`src/rtl/chan_pkg.sv`:
```
// Shared types and helpers for the channel burst injector.
package chan_pkg;

   typedef enum logic [1:0] {
      MODE_OFF  = 2'd0,
      MODE_INV  = 2'd1,
      MODE_LFSR = 2'd2,
      MODE_ROT  = 2'd3
   } mode_e;

   typedef enum logic [1:0] {
      ST_IDLE  = 2'd0,
      ST_BURST = 2'd1,
      ST_GAP   = 2'd2
   } state_e;

   // Galois taps for x^16+x^14+x^13+x^11+1 (right-shifting form)
   localparam logic [15:0] LFSR_POLY = 16'hB400;

   function automatic logic [3:0] popcount(input logic [7:0] v);
      logic [3:0] c;
      c = 4'd0;
      for (int i = 0; i < 8; i++) begin
         c = c + {3'd0, v[i]};
      end
      return c;
   endfunction

endpackage

```
`src/rtl/chan_lfsr16.sv`:
```
// 16-bit Galois LFSR with synchronous reload and step enable.
module chan_lfsr16
   import chan_pkg::*;
#(
   parameter logic [15:0] SEED = 16'hACE1
) (
   input  logic        clk,
   input  logic        rst,
   input  logic        load,
   input  logic        step,
   input  logic [15:0] seed,
   output logic [15:0] q
);

   logic [15:0] q_q, q_d;

   // Next state: reload wins over step.
   always_comb begin
      q_d = q_q;
      if (load) begin
         q_d = seed;
      end else if (step) begin
         q_d = {1'b0, q_q[15:1]} ^ (q_q[0] ? LFSR_POLY : 16'h0000);
      end
   end

   // State register.
   always_ff @(posedge clk or negedge rst) begin
      if (!rst) begin
         q_q <= SEED;
      end else begin
         q_q <= q_d;
      end
   end

   assign q = q_q;

endmodule

```
`src/rtl/channel_burst_injector.sv`:
```
// Registered channel model injecting periodic burst errors into code symbols.
module channel_burst_injector
   import chan_pkg::*;
#(
   parameter int unsigned W         = 2,
   parameter int unsigned PERIOD_W  = 8,
   parameter int unsigned MAX_BURST = 4,
   parameter int unsigned CNT_W     = 16,
   parameter logic [15:0] SEED      = 16'hACE1
) (
   input  logic                clk,
   input  logic                rst,
   input  logic [PERIOD_W-1:0] cfg_period,
   input  logic [3:0]          cfg_burst_len,
   input  logic [1:0]          cfg_mode,
   input  logic                cfg_load,
   input  logic                in_valid,
   input  logic [W-1:0]        in_sym,
   output logic                out_valid,
   output logic [W-1:0]        out_sym,
   output logic                out_err,
   output logic [CNT_W-1:0]    sym_count,
   output logic [CNT_W-1:0]    err_sym_count,
   output logic [CNT_W-1:0]    err_bit_count
);

   logic [PERIOD_W-1:0] period_q, period_d;
   logic [3:0]          burst_q, burst_d;
   mode_e               mode_q, mode_d;
   state_e              state_q, state_d;
   logic [PERIOD_W-1:0] k_q, k_d;
   logic [W-1:0]        rot_q, rot_d;
   logic                out_valid_q, out_valid_d;
   logic [W-1:0]        out_sym_q, out_sym_d;
   logic                out_err_q, out_err_d;
   logic [CNT_W-1:0]    sym_cnt_q, sym_cnt_d;
   logic [CNT_W-1:0]    esym_cnt_q, esym_cnt_d;
   logic [CNT_W-1:0]    ebit_cnt_q, ebit_cnt_d;

   logic [15:0]         lfsr_q;
   logic                accept;
   logic                k_last;
   logic [31:0]         eff_len;
   logic [W-1:0]        mask;
   logic [W-1:0]        mask_eff;
   logic                unused_lfsr_hi;

   // A load cycle consumes the symbol as a plain pass-through.
   assign accept = in_valid & ~cfg_load;

   chan_lfsr16 #(
      .SEED (SEED)
   ) u_lfsr (
      .clk  (clk),
      .rst  (rst),
      .load (cfg_load),
      .step (accept),
      .seed (SEED),
      .q    (lfsr_q)
   );

   assign unused_lfsr_hi = ^lfsr_q[15:W];

   function automatic logic [CNT_W-1:0] sat_add(input logic [CNT_W-1:0] a,
                                                input logic [3:0] inc);
      logic [CNT_W:0] s;
      s = {1'b0, a} + {{(CNT_W - 3){1'b0}}, inc};
      return s[CNT_W] ? {CNT_W{1'b1}} : s[CNT_W-1:0];
   endfunction

   // Effective burst length L = max(1, min(burst, MAX_BURST, period)).
   always_comb begin
      eff_len = 32'(burst_q);
      if (eff_len > MAX_BURST) eff_len = MAX_BURST;
      if (eff_len > 32'(period_q)) eff_len = 32'(period_q);
      if (eff_len == 32'd0) eff_len = 32'd1;
      k_last = (32'(k_q) == 32'(period_q) - 32'd1);
   end

   // Mask selection; only burst symbols are corrupted.
   always_comb begin
      mask = '0;
      if (state_q == ST_BURST) begin
         unique case (mode_q)
            MODE_OFF:  mask = '0;
            MODE_INV:  mask = '1;
            MODE_LFSR: mask = (lfsr_q[W-1:0] == '0) ? W'(1) : lfsr_q[W-1:0];
            MODE_ROT:  mask = rot_q;
         endcase
      end
      mask_eff = accept ? mask : '0;
   end

   // Config, phase, rotate pointer and FSM next state.
   always_comb begin
      period_d = period_q;
      burst_d  = burst_q;
      mode_d   = mode_q;
      state_d  = state_q;
      k_d      = k_q;
      rot_d    = rot_q;
      if (cfg_load) begin
         period_d = cfg_period;
         burst_d  = cfg_burst_len;
         mode_d   = mode_e'(cfg_mode);
         k_d      = '0;
         rot_d    = W'(1);
         state_d  = (cfg_mode == 2'd0 || cfg_period == '0) ? ST_IDLE : ST_BURST;
      end else if (in_valid) begin
         unique case (state_q)
            ST_IDLE: begin
               k_d = '0;
            end
            ST_BURST: begin
               rot_d = (rot_q << 1) | (rot_q >> (W - 1));
               if (k_last) begin
                  // L == period: stay corrupting, restart rotation
                  k_d   = '0;
                  rot_d = W'(1);
               end else begin
                  k_d = k_q + 1'b1;
                  if (32'(k_q) == eff_len - 32'd1) state_d = ST_GAP;
               end
            end
            ST_GAP: begin
               if (k_last) begin
                  k_d     = '0;
                  rot_d   = W'(1);
                  state_d = ST_BURST;
               end else begin
                  k_d = k_q + 1'b1;
               end
            end
            default: state_d = ST_IDLE;
         endcase
      end
   end

   // Output stage and saturating statistics.
   always_comb begin
      out_valid_d = in_valid;
      out_sym_d   = in_sym ^ mask_eff;
      out_err_d   = |mask_eff;
      sym_cnt_d   = sym_cnt_q;
      esym_cnt_d  = esym_cnt_q;
      ebit_cnt_d  = ebit_cnt_q;
      if (cfg_load) begin
         sym_cnt_d  = '0;
         esym_cnt_d = '0;
         ebit_cnt_d = '0;
      end else if (accept) begin
         sym_cnt_d  = sat_add(sym_cnt_q, 4'd1);
         esym_cnt_d = sat_add(esym_cnt_q, {3'd0, |mask_eff});
         ebit_cnt_d = sat_add(ebit_cnt_q, popcount(8'(mask_eff)));
      end
   end

   // All state registers.
   always_ff @(posedge clk or negedge rst) begin
      if (!rst) begin
         period_q    <= '0;
         burst_q     <= 4'd1;
         mode_q      <= MODE_OFF;
         state_q     <= ST_IDLE;
         k_q         <= '0;
         rot_q       <= W'(1);
         out_valid_q <= 1'b0;
         out_sym_q   <= '0;
         out_err_q   <= 1'b0;
         sym_cnt_q   <= '0;
         esym_cnt_q  <= '0;
         ebit_cnt_q  <= '0;
      end else begin
         period_q    <= period_d;
         burst_q     <= burst_d;
         mode_q      <= mode_d;
         state_q     <= state_d;
         k_q         <= k_d;
         rot_q       <= rot_d;
         out_valid_q <= out_valid_d;
         out_sym_q   <= out_sym_d;
         out_err_q   <= out_err_d;
         sym_cnt_q   <= sym_cnt_d;
         esym_cnt_q  <= esym_cnt_d;
         ebit_cnt_q  <= ebit_cnt_d;
      end
   end

   assign out_valid     = out_valid_q;
   assign out_sym       = out_sym_q;
   assign out_err       = out_err_q;
   assign sym_count     = sym_cnt_q;
   assign err_sym_count = esym_cnt_q;
   assign err_bit_count = ebit_cnt_q;

endmodule

```
`config.mk`:
```
export PLATFORM = sky130hd
export DESIGN_NAME = channel_burst_injector
export DESIGN_NICKNAME = d
export VERILOG_FILES = /design/src/rtl/chan_pkg.sv /design/src/rtl/chan_lfsr16.sv /design/src/rtl/channel_burst_injector.sv
export SDC_FILE = /design/constraint.sdc
export NUM_CORES = 1
export LEC_CHECK = 0
export CELL_PAD_IN_SITES_DETAIL_PLACEMENT = 0
export CELL_PAD_IN_SITES_GLOBAL_PLACEMENT = 1
export CORE_MARGIN = 1.5
export CORE_UTILIZATION = 39
export DETAILED_ROUTE_END_ITERATION = 8
export GPL_ROUTABILITY_DRIVEN = 0
export PLACE_DENSITY = 0.75
export REMOVE_ABC_BUFFERS = 1
export SETUP_SLACK_MARGIN = 0.5
export SLEW_MARGIN = 20
export SYNTH_ARGS = -nofsm -noshare
export SYNTH_HDL_FRONTEND = slang
export SYNTH_SLANG_ARGS = --single-unit
```
`constraint.sdc`:
```
create_clock -name clk -period 3.5 [get_ports clk]
set_input_delay 1.05 -clock clk [delete_from_list [all_inputs] [get_ports clk]]
set_output_delay 1.05 -clock clk [all_outputs]
set_load 0.02 [all_outputs]
```
## Word level (Yosys, flattened, before mapping)

Cells that the tools add are included.

| cells by class | value |
|---|---|
| add/sub/neg operators | 7 |
| $lt $le $gt $ge | 2 |
| equal/unequal tests | 11 |
| multiplexer cells | 34 |
| bitwise operators | 5 |
| reduce and logical (&&, ||, !) cells | 16 |

Operators by type and width:

| kind | number |
|---|---|
| 16-bit two-way mux | 12 |
| 8-bit by 32-bit == test with 1-bit output | 2 |
| 8-bit two-way mux | 5 |
| 32-bit by 8-bit > comparator with 1-bit output | 1 |
| 32-bit logical NOT | 1 |
| 32-bit by 1-bit subtractor with 32-bit output, second input constant | 1 |
| 2-bit two-way mux | 11 |
| 16-bit by 1-bit adder with 17-bit output | 1 |
| 16-bit by 1-bit adder with 17-bit output, second input constant | 1 |
| 16-bit by 2-bit adder with 17-bit output | 1 |
| 8-bit case mux with 2 select lines | 1 |
| 15-bit by 16-bit bitwise XOR with 16-bit output | 1 |
| 8-bit by 1-bit subtractor with 9-bit output, second input constant | 1 |
| 8-bit by 1-bit adder with 8-bit output, second input constant | 1 |
| 2-bit logical NOT | 4 |
| 8-bit logical NOT | 1 |
| 2-bit case mux with 4 select lines | 1 |
| 2-bit == test, second input constant | 3 |
| 3-bit inequality test, second input constant | 2 |
| 2-bit case mux with 3 select lines | 1 |
| 3-bit nonzero test | 2 |
| 5-bit AND reduction | 1 |
| 2-bit by 1-bit == test with 1-bit output, second input constant | 2 |
| 4-bit by 3-bit > comparator with 1-bit output, second input constant | 1 |
| 15 further kinds | 17 |

| storage, ports and cells | value |
|---|---|
| register bits after elaboration | 94 |
| input port bits | 20 |
| output and inout bits | 52 |
| word-level logic and storage cells | 88 |

## Logic depth before layout (Yosys ltp)

| depth | value |
|---|---|
| depth in word-level cells | 13 |
| mapped depth | 15 |
| gate-level depth less buffers | 15 |

## Cells and area by module

Synthesis repeated with hierarchy kept, for this count alone.

| unflattened totals | value |
|---|---|
| cells, all modules | 607 |
| area total of the unflattened synthesis | 5550.3 µm² |

Modules (own cells, without submodules):

| module | times used | cells an instance | area each (µm²) | sequential area each (µm²) |
|---|---|---|---|---|
| channel_burst_injector | 1 | 533 | 4745.8 | 1954.4 |
| chan_lfsr16 | 1 | 74 | 804.5 | 410.4 |

## Least setup slack after synthesis

OpenSTA, ideal clock, no wires.

| timing | value |
|---|---|
| path kind | input -> register |
| from | in in_valid |
| to | reg ebit_cnt_q[7] (netlist: err_bit_count[7]) |
| setup time | 99 ps |
| arrival | 3705 ps |
| data required time | 3401 ps |
| path slack | -305 ps |
| stages | 13 |
| buffers on the path | 2 |
| cells stage by stage | clkbuf_1 -> nand2_1 -> or3_1 -> fa_1 -> inv_1 -> ha_1 -> nand2_1 -> nor3_1 -> nand4_1 -> clkbuf_1 -> a21oi_1 -> nor2_1 -> a311oi_1 |

| on the way | value |
|---|---|
| longest elaborated chain between the ends | 7 |
| elaborated cells on any way between the ends | 8 |
| those cells by class | 2 x add/sub; 4 x mux; 1 x bitwise; 1 x reduce/logical |

Ends and longest elaborated chain:

| element | RTL line | source |
|---|---|---|
| start: declaration | channel_burst_injector.sv:17 | `input logic in_valid,` |
| 1-bit bitwise AND * | channel_burst_injector.sv:49 | `assign accept = in_valid & ~cfg_load;` |
| 2-bit two-way mux | channel_burst_injector.sv:91 | `mask_eff = accept ? mask : '0;` |
| 1-bit by 1-bit adder with 2-bit output | chan_pkg.sv:24 | `c = c + {3'd0, v[i]};` |
| 16-bit by 2-bit adder with 17-bit output | channel_burst_injector.sv:67 | `s = {1'b0, a} + {{(CNT_W - 3){1'b0}}, inc};` |
| 16-bit two-way mux | channel_burst_injector.sv:68 | `return s[CNT_W] ? {CNT_W{1'b1}} : s[CNT_W-1:0];` |
| 16-bit two-way mux | channel_burst_injector.sv:151 | `end else if (accept) begin` |
| 16-bit two-way mux | channel_burst_injector.sv:147 | `if (cfg_load) begin` |
| end signal: assignment | channel_burst_injector.sv:185 | `ebit_cnt_q <= ebit_cnt_d;` |
| end: declaration | channel_burst_injector.sv:38 | `logic [CNT_W-1:0] ebit_cnt_q, ebit_cnt_d;` |

Mark *: on every way between the ends. The rest lies on a longest branch, timed or not. The select of a mux whose other input is x is not followed.
A chain may end at the register's enable or synchronous reset.

## Final worst setup path

| timing | value |
|---|---|
| from | reg burst_q[2] |
| to | reg state_q[0] |

| on the way | value |
|---|---|
| longest elaborated chain between the ends | 10 |

Ends and longest elaborated chain:

| element | RTL line | source |
|---|---|---|
| start: declaration | channel_burst_injector.sv:28 | `logic [3:0] burst_q, burst_d;` |
| start signal: assignment | channel_burst_injector.sv:175 | `burst_q <= burst_d;` |
| 4-bit by 3-bit > comparator with 1-bit output | channel_burst_injector.sv:74 | `if (eff_len > MAX_BURST) eff_len = MAX_BURST;` |
| 4-bit two-way mux * | channel_burst_injector.sv:74 |  |
| 32-bit by 8-bit > comparator with 1-bit output | channel_burst_injector.sv:75 | `if (eff_len > 32'(period_q)) eff_len = 32'(period_q);` |
| 8-bit two-way mux * | channel_burst_injector.sv:75 |  |
| 32-bit logical NOT | channel_burst_injector.sv:76 | `if (eff_len == 32'd0) eff_len = 32'd1;` |
| 8-bit two-way mux * | channel_burst_injector.sv:76 |  |
| 32-bit by 1-bit subtractor with 32-bit output * | channel_burst_injector.sv:122 | `if (32'(k_q) == eff_len - 32'd1) state_d = ST_GAP;` |
| 8-bit by 32-bit == test with 1-bit output * | channel_burst_injector.sv:122 |  |
| 3-bit by 2-bit inequality test with 1-bit output (no source line) * | -- |  |
| 5-bit AND reduction (no source line) * | -- |  |
| end signal: assignment | channel_burst_injector.sv:177 | `state_q <= state_d;` |
| end: declaration | channel_burst_injector.sv:30 | `state_e state_q, state_d;` |

Mark *: on every way between the ends. The rest lies on a longest branch, timed or not.

==> flow_summary.toml <==
[die]
fp.dieW_um = 122.6
pin_count = 72
die_area_sq_um = 15030
initial_core_util_pct = 40.03
core_area_sq_um = 13930
die_y_um = 122.6
rows = 43

[power]
p_sw_share_pct = 29.52
share_seq_of_total_power_pct = 45.0
p_sw_mw = 0.7740
power_mw = 2.622
p_comb_share_pct = 17.0
powerDensity_nw_per_um2 = 355.2
clock_power_share_pct = 38.0
p_leak_nw = 3.081
power.internal_mw = 1.848
ir_worst_vdd_uv = 254.2

[yosys]
ys_seq_elements = 94
async_flop_share_pct = 100.0
avgSynthCellArea_sq_um = 9.204
netlist-cell-type-count = 66
yosysSeqAreaShare_pct = 42.40
synth.area.top_cells = "dfrtp_1 38%, nor2_1 5.0%, dfstp_2 4.7%"
synth_top_area_cell = "dfrtp_1"
synth_flop_cell = "dfrtp_1"
synth.top_cell.area_share_pct = 37.69
synth_edf_count = 0
synth_cells = 606
yosysWarnings = 0
netlist_area_sq_um = 5578

[timing]
worstMarginPinSlew_ps = 687.2
final.min_clock_period_ps = 3356
fmax_mhz = 298.0
fin_ws_ps = 144.5
hold_slack_ps = 517.1
finalHoldViolations = 0
post-route-period-util_pct = 95.87
finClkSkew_ps = 8.525
setup_viol = 0
maxSlewHeadroom_pct = 54.19
rsz0062_at_grt = "true"
slew_viol_final = 0

[clock_tree]
clock_latency_ps = 360
cts.sinks = 94
cts_buffers = 9
htree_num_levels = 3
cts_buffer_depth = 2
cts_root_buf = "clkbuf_16"
clkTransAtPathRegs_ps = 70
ctsHoldBuffers = 0
cts_tree = "done"

[critical_path]
rr_worst_depth = 15
crit_type = "flip-flop to flip-flop"
worstPathRequired_ps = 3710
start_kind = "flip-flop"
crit_arrival_ps = 3570
cp_max_fo = 2
endpoint_kind = "flip-flop"

[place]
dp_hpwl_um = 9702
dp_slack_ps = -85.62
dp_cells = 865
portBuffers = 71
dpl_cell_area_sq_um = 6646

[global_route]
antenna_found_initial = 0
grt.total_usage_pct = 19.62
grtUsageMet2_pct = 31.25
use_met3_pct = 3.485
busiest_layer = "met2"
grt_pass1_vias = 4695
grt_start_max_net_pins = 52
grtUsageMet1_pct = 27.13
gr-total-overflow = 0
grt_pass1_wl_um = 23290

[run]
drv_cap = 0

[routing]
drcViolationCount = 0
via_count = 4949
wl_per_cell_um = 16.00
drtIter0Drc = 356
wl_um = 14290
ant_nets = 0
vias_per_cell = 5.542
firstDrtPassIters = 4

[outcome]
outcome = "finished, final reports clean"

[layout]
layout_commonest_cell = "dfrtp_1"
drive_above_1_share_pct = 21.88
final_cells = 893
antenna_cells = 0
area.growth.synth_to_final_pct = 32.32
final.fill_count = 1273
design_area_sq_um = 7381
nets = 745
final_cell_mix = "84 x dfrtp_1, 69 x nor2_1, 68 x clkdlybuf4s50_1, 46 x buf_4, 39 x nand2_1"

[min_path]
hold_depth = 1
hold_class = "flip-flop to flip-flop"
[cell type report]
type,count,area (sq um),area share (%)
clock buffers,9,225.2,3.051
clock inverters,7,73.82,1.000
inverters,20,75.07,1.017
multi-input cells,460,3292,44.60
well taps,180,225.2,3.051
flip-flops and latches,94,2365,32.04
repair buffers,123,1125,15.24
[Yosys cell counts (all sizes together) (9+ instances only)]
master	number
mux2i	18
and3	20
a31oi	15
a211o	9
o21ai	35
inv	20
mux2	13
nor2	75
ha	16
a21oi	16
clkbuf	25
xnor2	13
nand4	9
a311oi	11
xor2	9
dfstp	10
nand3	34
nand2b	9
nand2	43
a211oi	26
dfrtp	84
[critical path, cell delays in order (launching register included)]
cell and delay (ps):
dfrtp_1 390, nor2_2 150, inv_2 70, nor2_4 140, ha_4 220, nor2b_4 120, o31a_2 300, o21ai_2 200
mux2_4 350, ha_4 240, xnor2_4 130, nor4_4 220, o311ai_4 170, buf_6 150, nor4b_4 260, o31ai_1 110
[logic make-up after synthesis]
group           synth area share, %
simple gates                  21.31
compound gates                18.64
flops                         42.40
buf+inv                       4.195
mux                           5.922
xor+xnor                      3.455
fa+ha+maj                     3.948
other cells                  0.1346
[metrics by stage]
step	utilization, %	setup TNS, ps
finish	52.97	0
global route	52.97	0
CTS	51.07	0
detailed placement	47.70	-376.9
global placement	47.70	-10.20
floorplan	-	-728.4
[what timing repair did]
action / CTS / global route
resized for setup: 31 / 50
cloned: 0 / 1
buffers inserted: 6 / 5
pin swaps: 19 / 18
endpoints found under the setup margin: 27 / 42
[registers in the layout (all words and copies together), names as in the netlist]
signal	cells
burst_q	4
mode_q	2
state_q	2
out_valid	1
out_sym	2
k_q	8
out_err	1
rot_q	2
sym_count	16
err_sym_count	16
period_q	8
err_bit_count	16
u_lfsr.q	16
[layer usage]
layer,vias up,part of all wire (%)
met5,-,0
met4,0,1.3
met3,10,2.8
met2,86,49
met1,2451,47
li1,2402,-
[power by group through the flow]
stage	sequential (mW)	clock [mW]	combinational (mW)
2_1_floorplan	1.20	0	0.199
3_3_place_gp	1.20	0	0.377
3_5_place_dp	1.20	0	0.386
4_1_cts	1.18	1.02	0.406
5_1_grt	1.19	1.07	0.490
6_report	1.18	0.997	0.447
[path summary, 6_finish.rpt]
check / start / to / slack [ps]
worst max-delay path: burst_q[2]$_DFFE_PN0P_ / state_q[0]$_DFFE_PN0P_ / 140
worst min-delay path: sym_count[10]$_DFFE_PN0P_ / sym_count[10]$_DFFE_PN0P_ / 520
worst max register to register: burst_q[2]$_DFFE_PN0P_ / state_q[0]$_DFFE_PN0P_ / 140
worst min register to register: sym_count[10]$_DFFE_PN0P_ / sym_count[10]$_DFFE_PN0P_ / 520
max in group asynchronous: rst / burst_q[0]$_DFFE_PN1P_ / 2020
min in group asynchronous: rst / period_q[3]$_DFFE_PN0P_ / 710
Power figures use the tool's default switching activity.
